**config.mk**
```make
export PLATFORM = sky130hd
export DESIGN_NAME = debug_sequencer_flat
export DESIGN_NICKNAME = d
export VERILOG_FILES = /design/src/rtl/debug_sequencer_pkg.sv /design/src/rtl/debug_sequencer_if.sv /design/src/rtl/dbg_timeout_counter.sv /design/src/rtl/debug_sequencer.sv /design/src/flat_wrapper.sv
export SDC_FILE = /design/constraint.sdc
export NUM_CORES = 1
export LEC_CHECK = 0
export BUFFER_PORTS_ARGS = -buffer_cell sky130_fd_sc_hd__buf_2
export CAP_MARGIN = 10
export CORE_MARGIN = 3
export CORE_UTILIZATION = 40
export CTS_CLUSTER_DIAMETER = 80
export DETAILED_ROUTE_END_ITERATION = 8
export PLACE_DENSITY_LB_ADDON = 0.12
export SYNTH_ARGS = -nofsm -noshare
export SYNTH_HDL_FRONTEND = slang
export SYNTH_SLANG_ARGS = --single-unit
```
**constraint.sdc**
```tcl
create_clock -name CLK -period 1.7 [get_ports CLK]
set_input_delay 0.085 -clock CLK [delete_from_list [all_inputs] [get_ports CLK]]
set_output_delay 0.085 -clock CLK [all_outputs]
set_load 0.1 [all_outputs]
```
**src/rtl/debug_sequencer_pkg.sv**
```systemverilog
// Shared encodings and sizes for the debug-port control sequencer.
package debug_sequencer_pkg;

  localparam int unsigned OP_WIDTH        = 3;
  localparam int unsigned TMR_WIDTH       = 4;
  localparam int unsigned DBG_MEM_TIMEOUT = 15;

  // Debug operation codes as presented on DEBUG_OPX.
  typedef enum logic [OP_WIDTH-1:0] {
    DEBUG_OP_NOP     = 3'd0,
    DEBUG_OP_LD_ADDR = 3'd1,
    DEBUG_OP_RD_MEM  = 3'd2,
    DEBUG_OP_WR_MEM  = 3'd3,
    DEBUG_OP_RD_SRC  = 3'd4,
    DEBUG_OP_STEP    = 3'd5,
    DEBUG_OP_RESUME  = 3'd6,
    DEBUG_OP_RSVD    = 3'd7
  } debug_op_e;

  // Sequencer states.
  typedef enum logic [3:0] {
    DBGSEQ_RUN          = 4'd0,
    DBGSEQ_STOPPING     = 4'd1,
    DBGSEQ_HALTED       = 4'd2,
    DBGSEQ_EXEC         = 4'd3,
    DBGSEQ_MEM          = 4'd4,
    DBGSEQ_POST         = 4'd5,
    DBGSEQ_ACK          = 4'd6,
    DBGSEQ_WAIT_REQ_LOW = 4'd7,
    DBGSEQ_STEP         = 4'd8
  } dbgseq_state_e;

endpackage

```
**src/rtl/debug_sequencer_if.sv**
```systemverilog
// Debug port, core and memory control signals seen by the sequencer.
interface debug_sequencer_if;
  import debug_sequencer_pkg::*;

  logic                DEBUG_STOPX;
  logic                DEBUG_REQX;
  logic [OP_WIDTH-1:0] DEBUG_OPX;
  logic                DEBUG_ACKX;
  logic                DEBUG_ADDR_LDX;
  logic                DEBUG_ADDR_INCX;
  logic                DEBUG_DOUT_LDX;
  logic                CPU_INSTR_DONE;
  logic                CPU_HALT;
  logic                BUS_GRANT;
  logic                MEM_RD;
  logic                MEM_WR;
  logic                MEM_READY;
  logic                DEBUG_HALTED;
  logic                DEBUG_ERR;

  // Sequencer side.
  modport slave (
    input  DEBUG_STOPX, DEBUG_REQX, DEBUG_OPX, CPU_INSTR_DONE, MEM_READY,
    output DEBUG_ACKX, DEBUG_ADDR_LDX, DEBUG_ADDR_INCX, DEBUG_DOUT_LDX,
           CPU_HALT, BUS_GRANT, MEM_RD, MEM_WR, DEBUG_HALTED, DEBUG_ERR
  );

  // Debug port / core / memory side.
  modport master (
    output DEBUG_STOPX, DEBUG_REQX, DEBUG_OPX, CPU_INSTR_DONE, MEM_READY,
    input  DEBUG_ACKX, DEBUG_ADDR_LDX, DEBUG_ADDR_INCX, DEBUG_DOUT_LDX,
           CPU_HALT, BUS_GRANT, MEM_RD, MEM_WR, DEBUG_HALTED, DEBUG_ERR
  );

endinterface

```
**src/rtl/dbg_timeout_counter.sv**
```systemverilog
// Down-counter with load; flags expiry once the count has reached zero.
module dbg_timeout_counter #(
  parameter int unsigned WIDTH = 4
) (
  input  logic             clk,
  input  logic             rst_n,
  input  logic             load_i,
  input  logic [WIDTH-1:0] load_val_i,
  input  logic             dec_i,
  output logic             expired_o
);

  logic [WIDTH-1:0] cnt_q, cnt_d;
  logic             exp_q, exp_d;

  // Load has priority; decrement saturates at zero.
  always_comb begin
    cnt_d = cnt_q;
    if (load_i) begin
      cnt_d = load_val_i;
    end else if (dec_i && (cnt_q != '0)) begin
      cnt_d = cnt_q - WIDTH'(1);
    end
    exp_d = (cnt_d == '0);
  end

  // Count and expiry registers.
  always_ff @(posedge clk or negedge rst_n) begin
    if (!rst_n) begin
      cnt_q <= '0;
      exp_q <= 1'b0;
    end else begin
      cnt_q <= cnt_d;
      exp_q <= exp_d;
    end
  end

  assign expired_o = exp_q;

endmodule

```
**src/rtl/debug_sequencer.sv**
```systemverilog
// Halts the CPU for the debug port and runs one debug operation per handshake.
module debug_sequencer
  import debug_sequencer_pkg::*;
#(
  parameter int unsigned MEM_TIMEOUT = DBG_MEM_TIMEOUT
) (
  input  logic             CLK,
  input  logic             RESET,
  debug_sequencer_if.slave bus
);

  localparam logic [TMR_WIDTH-1:0] TMR_LOAD = TMR_WIDTH'(MEM_TIMEOUT - 1);

  dbgseq_state_e state_q, state_d;
  debug_op_e     op_q, op_d;
  logic          resume_q, resume_d;
  logic          err_q, err_d;
  logic          halt_q, halt_d;
  logic          ack_q, ack_d;
  logic          addr_ld_q, addr_ld_d;
  logic          addr_inc_q, addr_inc_d;
  logic          dout_ld_q, dout_ld_d;
  logic          mem_rd_q, mem_rd_d;
  logic          mem_wr_q, mem_wr_d;
  logic          tmr_load, tmr_dec, tmr_expired;

  dbg_timeout_counter #(.WIDTH(TMR_WIDTH)) u_timeout (
    .clk        (CLK),
    .rst_n      (RESET),
    .load_i     (tmr_load),
    .load_val_i (TMR_LOAD),
    .dec_i      (tmr_dec),
    .expired_o  (tmr_expired)
  );

  // Next state, then registered outputs decoded from the state being entered.
  always_comb begin
    state_d  = state_q;
    op_d     = op_q;
    resume_d = resume_q;
    err_d    = err_q;
    tmr_load = 1'b0;
    tmr_dec  = 1'b0;

    unique case (state_q)
      DBGSEQ_RUN: begin
        if (bus.DEBUG_STOPX) state_d = DBGSEQ_STOPPING;
      end
      DBGSEQ_STOPPING: begin
        if (bus.CPU_INSTR_DONE)    state_d = DBGSEQ_HALTED;
        else if (!bus.DEBUG_STOPX) state_d = DBGSEQ_RUN;
      end
      DBGSEQ_HALTED: begin
        if (bus.DEBUG_REQX) begin
          op_d     = debug_op_e'(bus.DEBUG_OPX);
          err_d    = 1'b0;
          resume_d = 1'b0;
          state_d  = DBGSEQ_EXEC;
        end
      end
      DBGSEQ_EXEC: begin
        unique case (op_q)
          DEBUG_OP_LD_ADDR, DEBUG_OP_RD_SRC: state_d = DBGSEQ_POST;
          DEBUG_OP_RD_MEM, DEBUG_OP_WR_MEM: begin
            tmr_load = 1'b1;
            state_d  = DBGSEQ_MEM;
          end
          DEBUG_OP_STEP: state_d = DBGSEQ_STEP;
          DEBUG_OP_RESUME: begin
            resume_d = !bus.DEBUG_STOPX;
            state_d  = DBGSEQ_ACK;
          end
          default: state_d = DBGSEQ_ACK;
        endcase
      end
      DBGSEQ_MEM: begin
        // READY wins over expiry when both land in the same cycle.
        tmr_dec = 1'b1;
        if (bus.MEM_READY) begin
          state_d = DBGSEQ_POST;
        end else if (tmr_expired) begin
          err_d   = 1'b1;
          state_d = DBGSEQ_ACK;
        end
      end
      DBGSEQ_POST: state_d = DBGSEQ_ACK;
      DBGSEQ_ACK:  state_d = DBGSEQ_WAIT_REQ_LOW;
      DBGSEQ_WAIT_REQ_LOW: begin
        if (!bus.DEBUG_REQX) state_d = resume_q ? DBGSEQ_RUN : DBGSEQ_HALTED;
      end
      DBGSEQ_STEP: begin
        if (bus.CPU_INSTR_DONE) state_d = DBGSEQ_ACK;
      end
      default: state_d = DBGSEQ_RUN;
    endcase

    halt_d     = !(state_d inside {DBGSEQ_RUN, DBGSEQ_STOPPING, DBGSEQ_STEP});
    ack_d      = (state_d == DBGSEQ_ACK);
    addr_ld_d  = (state_d == DBGSEQ_POST) && (op_q == DEBUG_OP_LD_ADDR);
    addr_inc_d = (state_d == DBGSEQ_POST) &&
                 ((op_q == DEBUG_OP_RD_MEM) || (op_q == DEBUG_OP_WR_MEM));
    dout_ld_d  = (state_d == DBGSEQ_POST) && (op_q == DEBUG_OP_RD_SRC);
    mem_rd_d   = (state_d == DBGSEQ_MEM) && (op_q == DEBUG_OP_RD_MEM);
    mem_wr_d   = (state_d == DBGSEQ_MEM) && (op_q == DEBUG_OP_WR_MEM);
  end

  // State and output registers; reset drops every strobe immediately.
  always_ff @(posedge CLK or negedge RESET) begin
    if (!RESET) begin
      state_q    <= DBGSEQ_RUN;
      op_q       <= DEBUG_OP_NOP;
      resume_q   <= 1'b0;
      err_q      <= 1'b0;
      halt_q     <= 1'b0;
      ack_q      <= 1'b0;
      addr_ld_q  <= 1'b0;
      addr_inc_q <= 1'b0;
      dout_ld_q  <= 1'b0;
      mem_rd_q   <= 1'b0;
      mem_wr_q   <= 1'b0;
    end else begin
      state_q    <= state_d;
      op_q       <= op_d;
      resume_q   <= resume_d;
      err_q      <= err_d;
      halt_q     <= halt_d;
      ack_q      <= ack_d;
      addr_ld_q  <= addr_ld_d;
      addr_inc_q <= addr_inc_d;
      dout_ld_q  <= dout_ld_d;
      mem_rd_q   <= mem_rd_d;
      mem_wr_q   <= mem_wr_d;
    end
  end

  // Read data is captured in the READY cycle itself, so that strobe is gated by READY.
  assign bus.DEBUG_DOUT_LDX  = dout_ld_q | (mem_rd_q & bus.MEM_READY);
  assign bus.DEBUG_ACKX      = ack_q;
  assign bus.DEBUG_ADDR_LDX  = addr_ld_q;
  assign bus.DEBUG_ADDR_INCX = addr_inc_q;
  assign bus.CPU_HALT        = halt_q;
  assign bus.BUS_GRANT       = halt_q;
  assign bus.DEBUG_HALTED    = halt_q;
  assign bus.MEM_RD          = mem_rd_q;
  assign bus.MEM_WR          = mem_wr_q;
  assign bus.DEBUG_ERR       = err_q;

endmodule

```
**src/flat_wrapper.sv**
```systemverilog
// flat-port wrapper written by rule: the top's interface ports become plain ports
module debug_sequencer_flat import debug_sequencer_pkg::*;
#(
  parameter int unsigned MEM_TIMEOUT = DBG_MEM_TIMEOUT
)
  (CLK, RESET, bus_DEBUG_STOPX, bus_DEBUG_REQX, bus_DEBUG_OPX, bus_CPU_INSTR_DONE, bus_MEM_READY, bus_DEBUG_ACKX, bus_DEBUG_ADDR_LDX, bus_DEBUG_ADDR_INCX, bus_DEBUG_DOUT_LDX, bus_CPU_HALT, bus_BUS_GRANT, bus_MEM_RD, bus_MEM_WR, bus_DEBUG_HALTED, bus_DEBUG_ERR);
  debug_sequencer_if bus_i ();
  input  logic CLK;
  input  logic RESET;
  input wire logic [$bits(bus_i.DEBUG_STOPX)-1:0] bus_DEBUG_STOPX;
  input wire logic [$bits(bus_i.DEBUG_REQX)-1:0] bus_DEBUG_REQX;
  input wire logic [$bits(bus_i.DEBUG_OPX)-1:0] bus_DEBUG_OPX;
  input wire logic [$bits(bus_i.CPU_INSTR_DONE)-1:0] bus_CPU_INSTR_DONE;
  input wire logic [$bits(bus_i.MEM_READY)-1:0] bus_MEM_READY;
  output wire logic [$bits(bus_i.DEBUG_ACKX)-1:0] bus_DEBUG_ACKX;
  output wire logic [$bits(bus_i.DEBUG_ADDR_LDX)-1:0] bus_DEBUG_ADDR_LDX;
  output wire logic [$bits(bus_i.DEBUG_ADDR_INCX)-1:0] bus_DEBUG_ADDR_INCX;
  output wire logic [$bits(bus_i.DEBUG_DOUT_LDX)-1:0] bus_DEBUG_DOUT_LDX;
  output wire logic [$bits(bus_i.CPU_HALT)-1:0] bus_CPU_HALT;
  output wire logic [$bits(bus_i.BUS_GRANT)-1:0] bus_BUS_GRANT;
  output wire logic [$bits(bus_i.MEM_RD)-1:0] bus_MEM_RD;
  output wire logic [$bits(bus_i.MEM_WR)-1:0] bus_MEM_WR;
  output wire logic [$bits(bus_i.DEBUG_HALTED)-1:0] bus_DEBUG_HALTED;
  output wire logic [$bits(bus_i.DEBUG_ERR)-1:0] bus_DEBUG_ERR;
  assign bus_i.DEBUG_STOPX = bus_DEBUG_STOPX;
  assign bus_i.DEBUG_REQX = bus_DEBUG_REQX;
  assign bus_i.DEBUG_OPX = bus_DEBUG_OPX;
  assign bus_i.CPU_INSTR_DONE = bus_CPU_INSTR_DONE;
  assign bus_i.MEM_READY = bus_MEM_READY;
  assign bus_DEBUG_ACKX = bus_i.DEBUG_ACKX;
  assign bus_DEBUG_ADDR_LDX = bus_i.DEBUG_ADDR_LDX;
  assign bus_DEBUG_ADDR_INCX = bus_i.DEBUG_ADDR_INCX;
  assign bus_DEBUG_DOUT_LDX = bus_i.DEBUG_DOUT_LDX;
  assign bus_CPU_HALT = bus_i.CPU_HALT;
  assign bus_BUS_GRANT = bus_i.BUS_GRANT;
  assign bus_MEM_RD = bus_i.MEM_RD;
  assign bus_MEM_WR = bus_i.MEM_WR;
  assign bus_DEBUG_HALTED = bus_i.DEBUG_HALTED;
  assign bus_DEBUG_ERR = bus_i.DEBUG_ERR;
  debug_sequencer #(.MEM_TIMEOUT(MEM_TIMEOUT)) u_core (.CLK(CLK), .RESET(RESET), .bus(bus_i));
endmodule
```
==> reports/results.ini, run 1 <==
[logic_synthesis]
synth_top_family_by_area = simple AND/OR/NAND/NOR gates
synth_xor_area_frac = 0.02303
synth-simple-area-share = 0.2818
synthAdderAreaFrac = 0.01974
avgSynthCellArea_um2 = 10.01
post_synth_num_cell_types = 47
seq_area_frac_synth = 0.4605
synth_mux_area_frac = 0.02961
synth_area_um2 = 1141
synth_ff_type = dfrtp_1
synth_edf_count = 0
syn_inst = 114
synth_most_common_cell = dfrtp_1
ys_ff_latch = 21
synth_top_area_share = 0.4605
syn_nets = 124
synth_area_leaders = dfrtp_1, nor2b_1, mux2_2
yosysTopAreaCell = dfrtp_1
synth_commonest_cells = dfrtp_1, nor2_1, inv_1
synth_compound_area_frac = 0.1140
yosysWarnings = 0
async_reset_ff_frac = 1.000

[clock_network]
numCtsBuffers = 3
clock_path_buffers = 2
clock-root-buffer = clkbuf_4
cts_tree = built
clk_pin_slew_ns = 0.11
htreeDepth = 1
clk_latency_ns = 0.30
cts_sinks = 21

[grt]
use_met3 = 0.03922
grt_use_met2 = 0.2683
antenna_found_initial = 0
overflow = 0
grt_use_total = 0.1670
first_global_vias = 921
grt_max_degree = 22
grtUsageMet1 = 0.2213
grt_pass1_wl_um = 4402
busiest_layer = met2

[cells_and_area]
finish.instance_area_um2 = 1509
finalNetCount = 162
antennaDiodeCount = 0
syn2layout_area_growth_pct = 32.24
final_layout_size_suffix_gt1_frac = 0.4040

[detailed_routing]
drt-total-wl_um = 2636
drt_iter0_markers = 35
via_count = 945
via_per_inst = 5.221
ant_nets = 0
wl_per_cell_um = 14.56
first_pass_iters = 4
drc = 0

[die]
start_util = 0.4406
rows = 18
coreArea_um2 = 2590
die_w_um = 59.41
dieHeight_um = 59.41
ios = 19
fp.dieArea_um2 = 3530

[timing]
tightest_slew_ns = 0.4948
rsz0062_at_grt = yes
fin_skew_ns = 0.003777
fin_hold_ws_ns = 0.05039
fmax_ghz = 0.5569
final_max_slew_viol_count = 0
max-slew-margin-rel = 0.6724
period_needed_ns = 1.796
timing.final.ws_setup_ns = -0.09551
finalSetupViolCount = 3
fin_crit_sh = 1.056
final-hold-violation-count = 0
finalSetupTns_ns = -0.1303

[worst_setup_path]
cp-end-kind = register
cp-start-kind = register
worstPathRequired_ns = 1.94
critical_path_class = reg2reg
critPathMaxFanout = 9
worstPathArrival_ns = 2.04

[power_and_ir_drop]
p_per_area_nw_per_um2 = 2073
seqPwrFrac = 0.272
pwr-share-clk = 0.075
p_switching_w = 0.001521
sw_frac_of_total = 0.4863
p_leak_nw = 0.6935
p_comb_frac = 0.652
peakVddDrop_uv = 1747
intPower_w = 0.001607

[place]
place.gp.congestion = 0.8014
io_buffer_count = 18
pre_cts_ws_ns = -0.1101
dp_hpwl_um = 1963
placed_area_um2 = 1346

[flow_run]
drv_cap = 0

[status]
outcome = complete, but fails checks
violations = setup timing

[worst_hold_path]
hold_path.class = in2reg

worst max-delay path, stage by stage, from the launching register on:
cell,delay [ns]
dfrtp_1,0.40
buf_4,0.17
and4bb_2,0.26
and3b_2,0.24
or3b_4,0.40
and4bb_1,0.27
layer usage:
| layer | share of wire | up-vias | routed length (um) |
|---|---|---|---|
| met5 | 0 | - | 0 |
| li1 | - | 472 | - |
| met4 | 0.011 | 0 | 28 |
| met3 | 0.048 | 4 | 127 |
| met2 | 0.49 | 21 | 1285 |
| met1 | 0.45 | 448 | 1194 |
registers in the layout, summed over array words and instances, names as in the netlist:
register and cells:
u_core.state_q 4, u_core.bus.BUS_GRANT 1, u_core.bus.MEM_RD 1, u_core.bus.MEM_WR 1
u_core.bus.DEBUG_ACKX 1, u_core.bus.DEBUG_ADDR_LDX 1, u_core.bus.DEBUG_ADDR_INCX 1, u_core.u_timeout.expired_o 1
u_core.resume_q 1, u_core.u_timeout.cnt_q 4, u_core.op_q 3, u_core.bus.DEBUG_ERR 1
u_core.dout_ld_q 1
stage by stage:
stage                     utilization  power, W  instances
after global routing           0.5826  0.003352        181
after global placement         0.5198  0.002615        170
after floorplan                     -  0.002170        114
final                          0.5826  0.003128        181
after detailed placement       0.5198  0.002647        170
after CTS                      0.5575  0.002996        177
cell usage in the layout, fill, tap and decap left out, drive strengths merged, types with 2 or more instances in the layout:
cell type	instances
a21oi	3
and4bb	2
buf	38
clkbuf	4
dfrtp	21
dlygate4sd3	4
inv	8
mux2	3
nand2	6
nand2b	3
nand3	2
nor2	8
nor2b	6
nor3	4
nor3b	3
nor4	2
nor4b	2
nor4bb	3
o21a	2
o21ai	3
xnor2	2
power by group through the flow:
stage               Combinational (W)  Clock (W)  Sequential [W]
floorplan                     0.00107          0         0.00110
global placement              0.00178          0        0.000839
detailed placement            0.00180          0        0.000847
CTS                           0.00191   0.000244        0.000839
global route                  0.00220   0.000269        0.000881
finish                        0.00204   0.000236        0.000851
final cells by class:
| class | count | area (um^2) |
|---|---|---|
| Inverter | 8 | 30.03 |
| Sequential cell | 21 | 525.5 |
| Multi-Input combinational cell | 76 | 601.8 |
| Timing Repair Buffer | 42 | 287.8 |
| Fill cell | 234 | 1081 |
| Tap cell | 30 | 37.54 |
| Clock buffer | 4 | 26.28 |
worst paths after layout:
kind | cells past startpoint | from | endpoint | slack, ns
setup reg to reg | 5 | u_core.state_q[0]$_DFF_PN0_ | u_core.u_timeout.expired_o$_DFF_PN0_ | -0.1
hold / removal | 2 | bus_MEM_READY | u_core.bus.DEBUG_ERR$_DFFE_PN0P_ | 0.05
hold reg to reg | 2 | u_core.bus.DEBUG_ERR$_DFFE_PN0P_ | u_core.bus.DEBUG_ERR$_DFFE_PN0P_ | 0.51
min in group asynchronous | 2 | RESET | u_core.state_q[1]$_DFF_PN0_ | 0.26
max in group asynchronous | 2 | RESET | u_core.u_timeout.cnt_q[2]$_DFF_PN0_ | 1.12
setup / recovery | 5 | u_core.state_q[0]$_DFF_PN0_ | u_core.u_timeout.expired_o$_DFF_PN0_ | -0.1
kinds of logic (layout without fill, tap and decap cells):
| kind of cell | count (synthesis) | count (layout) |
|---|---|---|
| AND/OR/NAND/NOR | 50 | 50 |
| flip-flops | 21 | 21 |
| AO/OA/AOI/OAI | 18 | 18 |
| buffers and inverters | 17 | 54 |
| XOR/XNOR | 3 | 3 |
| multiplexers | 3 | 3 |
| adder cells (fa/ha/maj) | 2 | 2 |
repair_timing:
item,in CTS,in global routing
setup endpoints to repair,4,5
hold buffers,3,1
pin swaps,2,7
resized for setup,8,9
buffers inserted,0,3
hold endpoints to repair,23,1
Note: power is estimated with default switching activity, not from simulation.
==> inputs of run 2 (changes only) <==
RECOVER_POWER = 100   (was not set)
==> run 2 against run 1 <==
Against the previous run:
- the flow still finishes with violations (setup timing)
- die area unchanged
- worst setup slack worse by 0.0013 ns
- maximum frequency is essentially flat
- cell count unchanged
- total power about the same
- sequential cell count is the same
- clock skew about the same
- critical path depth unchanged
- clock power is essentially flat
- core utilization about the same
- non-clock buffer count unchanged
- sequential share of layout area about the same
- critical endpoint unchanged
==> reports/results.ini, run 2 (synthesis gave the netlist of run 1 again) <==
[worst_setup_path]
worstPathBufferInverterCount = 1  ; unchanged
critical_path_class = reg2reg
crit_path_cell_trace = buf_4 -> and4bb_2 -> and3b_2 -> or3b_4 -> and4bb_1
cp-start-kind = register
worstPathRequired_ns = 1.94  ; about the same
cp-end-kind = register
crit_slowest_cell = dfrtp_1
cp_top_family = simple AND/OR/NAND/NOR gates
worstPathArrival_ns = 2.04  ; about the same
critPathMaxFanout = 9  ; unchanged
critical-path-max-stage-delay_ns = 0.40  ; about the same

[power_and_ir_drop]
p_leak_nw = 0.6895  ; -0.58%
total_power_w = 0.003130  ; about the same
peakVddDrop_uv = 1746  ; about the same
p_per_area_nw_per_um2 = 2076  ; +0.17%

[grt]
grt_max_degree = 22  ; unchanged
grt_pass1_wl_um = 4402  ; unchanged
antenna_found_initial = 0  ; unchanged
first_global_vias = 921  ; unchanged
overflow = 0  ; unchanged
grt_use_total = 0.1670  ; unchanged

[cells_and_area]
reg_top3 = u_core.state_q: 4 flops, u_core.u_timeout.cnt_q: 4 flops, u_core.op_q: 3 flops
layout_common_cells = dfrtp_1, buf_4, clkbuf_2
syn2layout_area_growth_pct = 32.13  ; about the same
final_common_cell = dfrtp_1
finalNetCount = 162  ; unchanged
n_fill_cell = 233  ; -0.43%
final_layout_size_suffix_gt1_frac = 0.3974  ; -0.006623
antennaDiodeCount = 0  ; unchanged

[die]
dieHeight_um = 59.41  ; unchanged
ios = 19  ; unchanged
coreArea_um2 = 2590  ; unchanged
die_w_um = 59.41  ; unchanged
fp.dieArea_um2 = 3530  ; unchanged
start_util = 0.4406  ; unchanged
rows = 18  ; unchanged

[flow_run]
drv_cap = 0  ; unchanged

[timing]
finalSetupTns_ns = -0.1359  ; -0.005628 ns
max-slew-margin-rel = 0.2414  ; -0.4310
final_max_slew_viol_count = 0  ; unchanged
tightest_slew_ns = 1.138  ; +0.6431 ns
period_needed_ns = 1.797  ; +0.001295 ns
fin_skew_ns = 0.003850  ; +0.00007280 ns
final-hold-violation-count = 0  ; unchanged
fin_crit_sh = 1.057  ; about the same
rsz0062_at_grt = yes
fin_hold_ws_ns = 0.04924  ; -0.001147 ns
finalSetupViolCount = 3  ; unchanged
fmax_ghz = 0.5565  ; about the same
timing.final.ws_setup_ns = -0.09681  ; -0.001295 ns

[clock_network]
clock_path_buffers = 2  ; unchanged
numCtsBuffers = 3  ; unchanged
clock-root-buffer = clkbuf_4
clk_pin_slew_ns = 0.11  ; about the same
cts_sinks = 21  ; unchanged
htreeDepth = 1  ; unchanged
clk_latency_ns = 0.30  ; about the same
cts_tree = built

[detailed_routing]
wl_per_cell_um = 14.58  ; +0.11%
drc = 0  ; unchanged
drt-total-wl_um = 2639  ; +0.11%
first_pass_iters = 4  ; unchanged
via_count = 951  ; +0.63%
ant_nets = 0  ; unchanged
via_per_inst = 5.254  ; +0.63%
drt_iter0_markers = 38  ; +8.6%

[place]
io_buffer_count = 18  ; unchanged
place.gp.congestion = 0.8014  ; unchanged
dp_hpwl_um = 1963  ; unchanged
pre_cts_ws_ns = -0.1101  ; unchanged

[status]
violations = setup timing
outcome = complete, but fails checks

[worst_hold_path]
hold_path.class = in2reg

## run 2: cell types whose count changed in the layout (fill, tap and decap cells not counted)
cell,previous run,this run
clkbuf_1,1,2
clkbuf_2,0,10
buf_2,18,7
## run 2: repair_timing
action	in CTS	in global routing
resized for setup	8	9
buffers inserted	0	3
gates cloned	0	0
endpoints found under the setup margin	4	5
pin swaps	2	7
endpoints found under the hold margin	23	1
hold buffers	3	1
## run 2: cell type report
cell class,instances,area (um^2),area share
multi-input cells,76,601.8,0.3992
flip-flops and latches,21,525.5,0.3485
repair buffers,42,286.5,0.1900
well taps,30,37.54,0.02490
inverters,8,30.03,0.01992
clock buffers,4,26.28,0.01743
## run 2: worst paths after layout
check	from	end	slack (ns)	cells past startpoint
max	u_core.state_q[0]$_DFF_PN0_	u_core.u_timeout.expired_o$_DFF_PN0_	-0.1	5
min	bus_MEM_READY	u_core.bus.DEBUG_ERR$_DFFE_PN0P_	0.05	2
max reg2reg	u_core.state_q[0]$_DFF_PN0_	u_core.u_timeout.expired_o$_DFF_PN0_	-0.1	5
min reg2reg	u_core.bus.DEBUG_ERR$_DFFE_PN0P_	u_core.bus.DEBUG_ERR$_DFFE_PN0P_	0.52	2
max in group asynchronous	RESET	u_core.u_timeout.expired_o$_DFF_PN0_	0.51	2
min in group asynchronous	RESET	u_core.state_q[1]$_DFF_PN0_	0.52	2
## run 2: through the flow
step	instances	area [um^2]	util
final	181	1508	0.5821
after global placement	170	1346	0.5198
after global routing	181	1508	0.5821
after detailed placement	170	1346	0.5198
after CTS	177	1444	0.5575
after floorplan	114	1142	-
## run 2: power breakdown
group          internal (W)  switching [W]  total (W)
Clock             0.0000915       0.000145   0.000236
Combinational      0.000827        0.00121    0.00204
Sequential         0.000685       0.000170   0.000856
Total               0.00160        0.00153    0.00313
## run 2: metal layers
metal / share of wire / wire length [um] / GRT usage
met1: 0.46 / 1218 / 0.2213
met2: 0.49 / 1285 / 0.2683
met3: 0.040 / 106 / 0.03922
met4: 0.011 / 28 / 0.05178
met5: 0 / 0 / 0
==> inputs of run 3 (changes only) <==
PLACE_DENSITY_LB_ADDON = 0.05   (was 0.12)
SKIP_CTS_REPAIR_TIMING = 1   (was not set)
==> run 3 against run 2 <==
Against the previous run:
- the flow finishes with violations (hold timing, setup timing)
- combinational power fell by 8%
- first-iteration DRC count down 18%
- via count is 2.0% lower
- count of clock-buffer cells in the layout decreased by 1
- clock power increased by 6%
- clock skew shrank 0.0026 ns
- register-to-register slack improved by 0.02 ns
- sequential share of layout area is 1.5 points higher
- critical endpoint unchanged
- highest routed layer unchanged
==> reports/results.ini, run 3 (synthesis gave the netlist of run 1 again) <==
[status]
outcome = complete, but fails checks
violations = hold timing, setup timing

[timing]
timing.final.ws_setup_ns = -0.08033  ; +0.01648 ns
fin_crit_sh = 1.047  ; -0.009696
final-hold-violation-count = 1  ; +1
fin_skew_ns = 0.001283  ; -0.002567 ns
finalSetupViolCount = 1  ; -2
tightest_slew_ns = 1.131  ; -0.007258 ns
max-slew-margin-rel = 0.2462  ; +0.004839
period_needed_ns = 1.780  ; -0.01648 ns
fmax_ghz = 0.5617  ; +0.93%
rsz0062_at_grt = yes
final_max_slew_viol_count = 0  ; unchanged
fin_hold_ws_ns = -0.005688  ; -0.05493 ns

[worst_setup_path]
cp-end-kind = register
cp-start-kind = register
reg2reg_to = u_core.u_timeout.expired_o$_DFF_PN0_
worstPathArrival_ns = 2.03  ; about the same
r2r_cells = 5  ; unchanged
timing.rr.start = u_core.state_q[1]$_DFF_PN0_
r2r_slack_ns = -0.08  ; +0.02 ns
critical_path_class = reg2reg
critPathMaxFanout = 5  ; -4
worstPathRequired_ns = 1.95  ; about the same

[cells_and_area]
final_layout_size_suffix_gt1_frac = 0.3624  ; -0.03493
layout_common_cells = dfrtp_1, buf_4, clkbuf_2
finalNetCount = 160  ; -1.2%
syn2layout_area_growth_pct = 26.97
final_cell_count_no_fill = 179  ; -1.1%
antennaDiodeCount = 0  ; unchanged
reg_top3 = u_core.state_q: 4 flops, u_core.u_timeout.cnt_q: 4 flops, u_core.op_q: 3 flops
final_common_cell = dfrtp_1

[detailed_routing]
ant_nets = 0  ; unchanged
via_per_inst = 5.207  ; -0.90%
drt_iter0_markers = 31  ; -18%
drt-total-wl_um = 2515  ; -4.7%
wl_per_cell_um = 14.05  ; -3.6%
via_count = 932  ; -2.0%
first_pass_iters = 4  ; unchanged
drc = 0  ; unchanged

[power_and_ir_drop]
p_switching_w = 0.001468  ; -3.9%
p_leak_nw = 0.6753  ; -2.1%
seqPwrFrac = 0.287  ; +0.014
pwr-share-clk = 0.083  ; +0.008
total_power_w = 0.002985  ; -4.6%
peakVddDrop_uv = 2048  ; +17%
intPower_w = 0.001517  ; -5.4%
p_per_area_nw_per_um2 = 2060  ; -0.78%
sw_frac_of_total = 0.4917  ; +0.003951
p_comb_frac = 0.629  ; -0.022

[place]
dp.cells = 172  ; +1.2%
pre_cts_ws_ns = -0.09424  ; +0.01582 ns
place.gp.congestion = 0.8824  ; +10%
io_buffer_count = 18  ; unchanged
dp_hpwl_um = 1892  ; -3.6%

[clock_network]
clk_pin_slew_ns = 0.12  ; about the same
cts_sinks = 21  ; unchanged
htreeDepth = 1  ; unchanged
clk_latency_ns = 0.31  ; about the same
clock-root-buffer = clkbuf_4
numCtsBuffers = 3  ; unchanged
clock_path_buffers = 2  ; unchanged
cts_tree = built

[worst_hold_path]
worstHoldEndpoint = u_core.op_q[1]$_DFFE_PN0P_
min_from = bus_DEBUG_OPX[1]
hold_path.class = in2reg
min_path_cells = 2  ; unchanged

[grt]
overflow = 0  ; unchanged
grt_pass1_wl_um = 4064  ; -7.7%
grt_max_degree = 22  ; unchanged
grt_use_total = 0.1547  ; -0.01229
antenna_found_initial = 0  ; unchanged
first_global_vias = 871  ; -5.4%

[die]
die_w_um = 59.41  ; unchanged
coreArea_um2 = 2590  ; unchanged
dieHeight_um = 59.41  ; unchanged
fp.dieArea_um2 = 3530  ; unchanged
ios = 19  ; unchanged
start_util = 0.4406  ; unchanged
rows = 18  ; unchanged

[flow_run]
drv_cap = 0  ; unchanged

[run 3: changes by cell type in the layout (fill, tap and decap cells not counted), sizes merged]
cell	delta
buf	-3
clkbuf	+1
clkinv	+1
dlygate4sd3	-1
[run 3: critical path, stage by stage, from the launching register on]
cell	delay (ns)
dfrtp_1	0.42
or4b_4	0.53
buf_4	0.17
o21a_1	0.18
nor3_1	0.20
and4bb_1	0.23
[run 3: how the worst max path moves through the flow]
stage / startpoint / to / slack, ns
2_1_floorplan: u_core.state_q[3]$_DFF_PN0_ / u_core.u_timeout.expired_o$_DFF_PN0_ / -0.16
3_3_place_gp: u_core.state_q[1]$_DFF_PN0_ / u_core.u_timeout.expired_o$_DFF_PN0_ / -0.03
3_5_place_dp: u_core.state_q[1]$_DFF_PN0_ / u_core.u_timeout.expired_o$_DFF_PN0_ / -0.09
4_1_cts: u_core.state_q[1]$_DFF_PN0_ / u_core.u_timeout.expired_o$_DFF_PN0_ / -0.14
5_1_grt: u_core.state_q[0]$_DFF_PN0_ / u_core.u_timeout.expired_o$_DFF_PN0_ / -0.13
6_report: u_core.state_q[1]$_DFF_PN0_ / u_core.u_timeout.expired_o$_DFF_PN0_ / -0.08
[run 3: per-stage QoR]
step                 TNS, ns  hold WS, ns  utilization  cell area [um^2]
CTS                  -0.1392      -0.2801       0.5411              1401
finish              -0.08033    -0.005688       0.5594              1449
global placement    -0.03472      0.06550       0.5304              1374
global route         -0.2507     0.007470       0.5594              1449
floorplan            -0.1567      -0.2106            -              1142
detailed placement  -0.09424      0.07272       0.5304              1374
[run 3: layout make-up]
type	instances	area [um^2]
Sequential cell	21	526.8
Tap cell	30	37.54
Multi-Input combinational cell	76	571.8
Clock buffer	3	22.52
Timing Repair Buffer	40	255.2
Clock inverter	1	5.005
Fill cell	230	1141
Inverter	8	30.03
[run 3: per-layer routing]
layer | part of all wire | track usage | up-vias
li1 | - | - | 471
met1 | 0.50 | 0.2084 | 445
met2 | 0.46 | 0.2418 | 14
met3 | 0.033 | 0.04575 | 2
met4 | 0.0083 | 0.03883 | 0
met5 | 0 | 0 | -
[run 3: power groups by stage]
stage	logic (W)	registers, W	clock network, W
final	0.00188	0.000858	0.000249
after global routing	0.00202	0.000890	0.000276
after CTS	0.00182	0.000846	0.000259
after detailed placement	0.00181	0.000857	0
after global placement	0.00181	0.000854	0
after floorplan	0.00107	0.00110	0
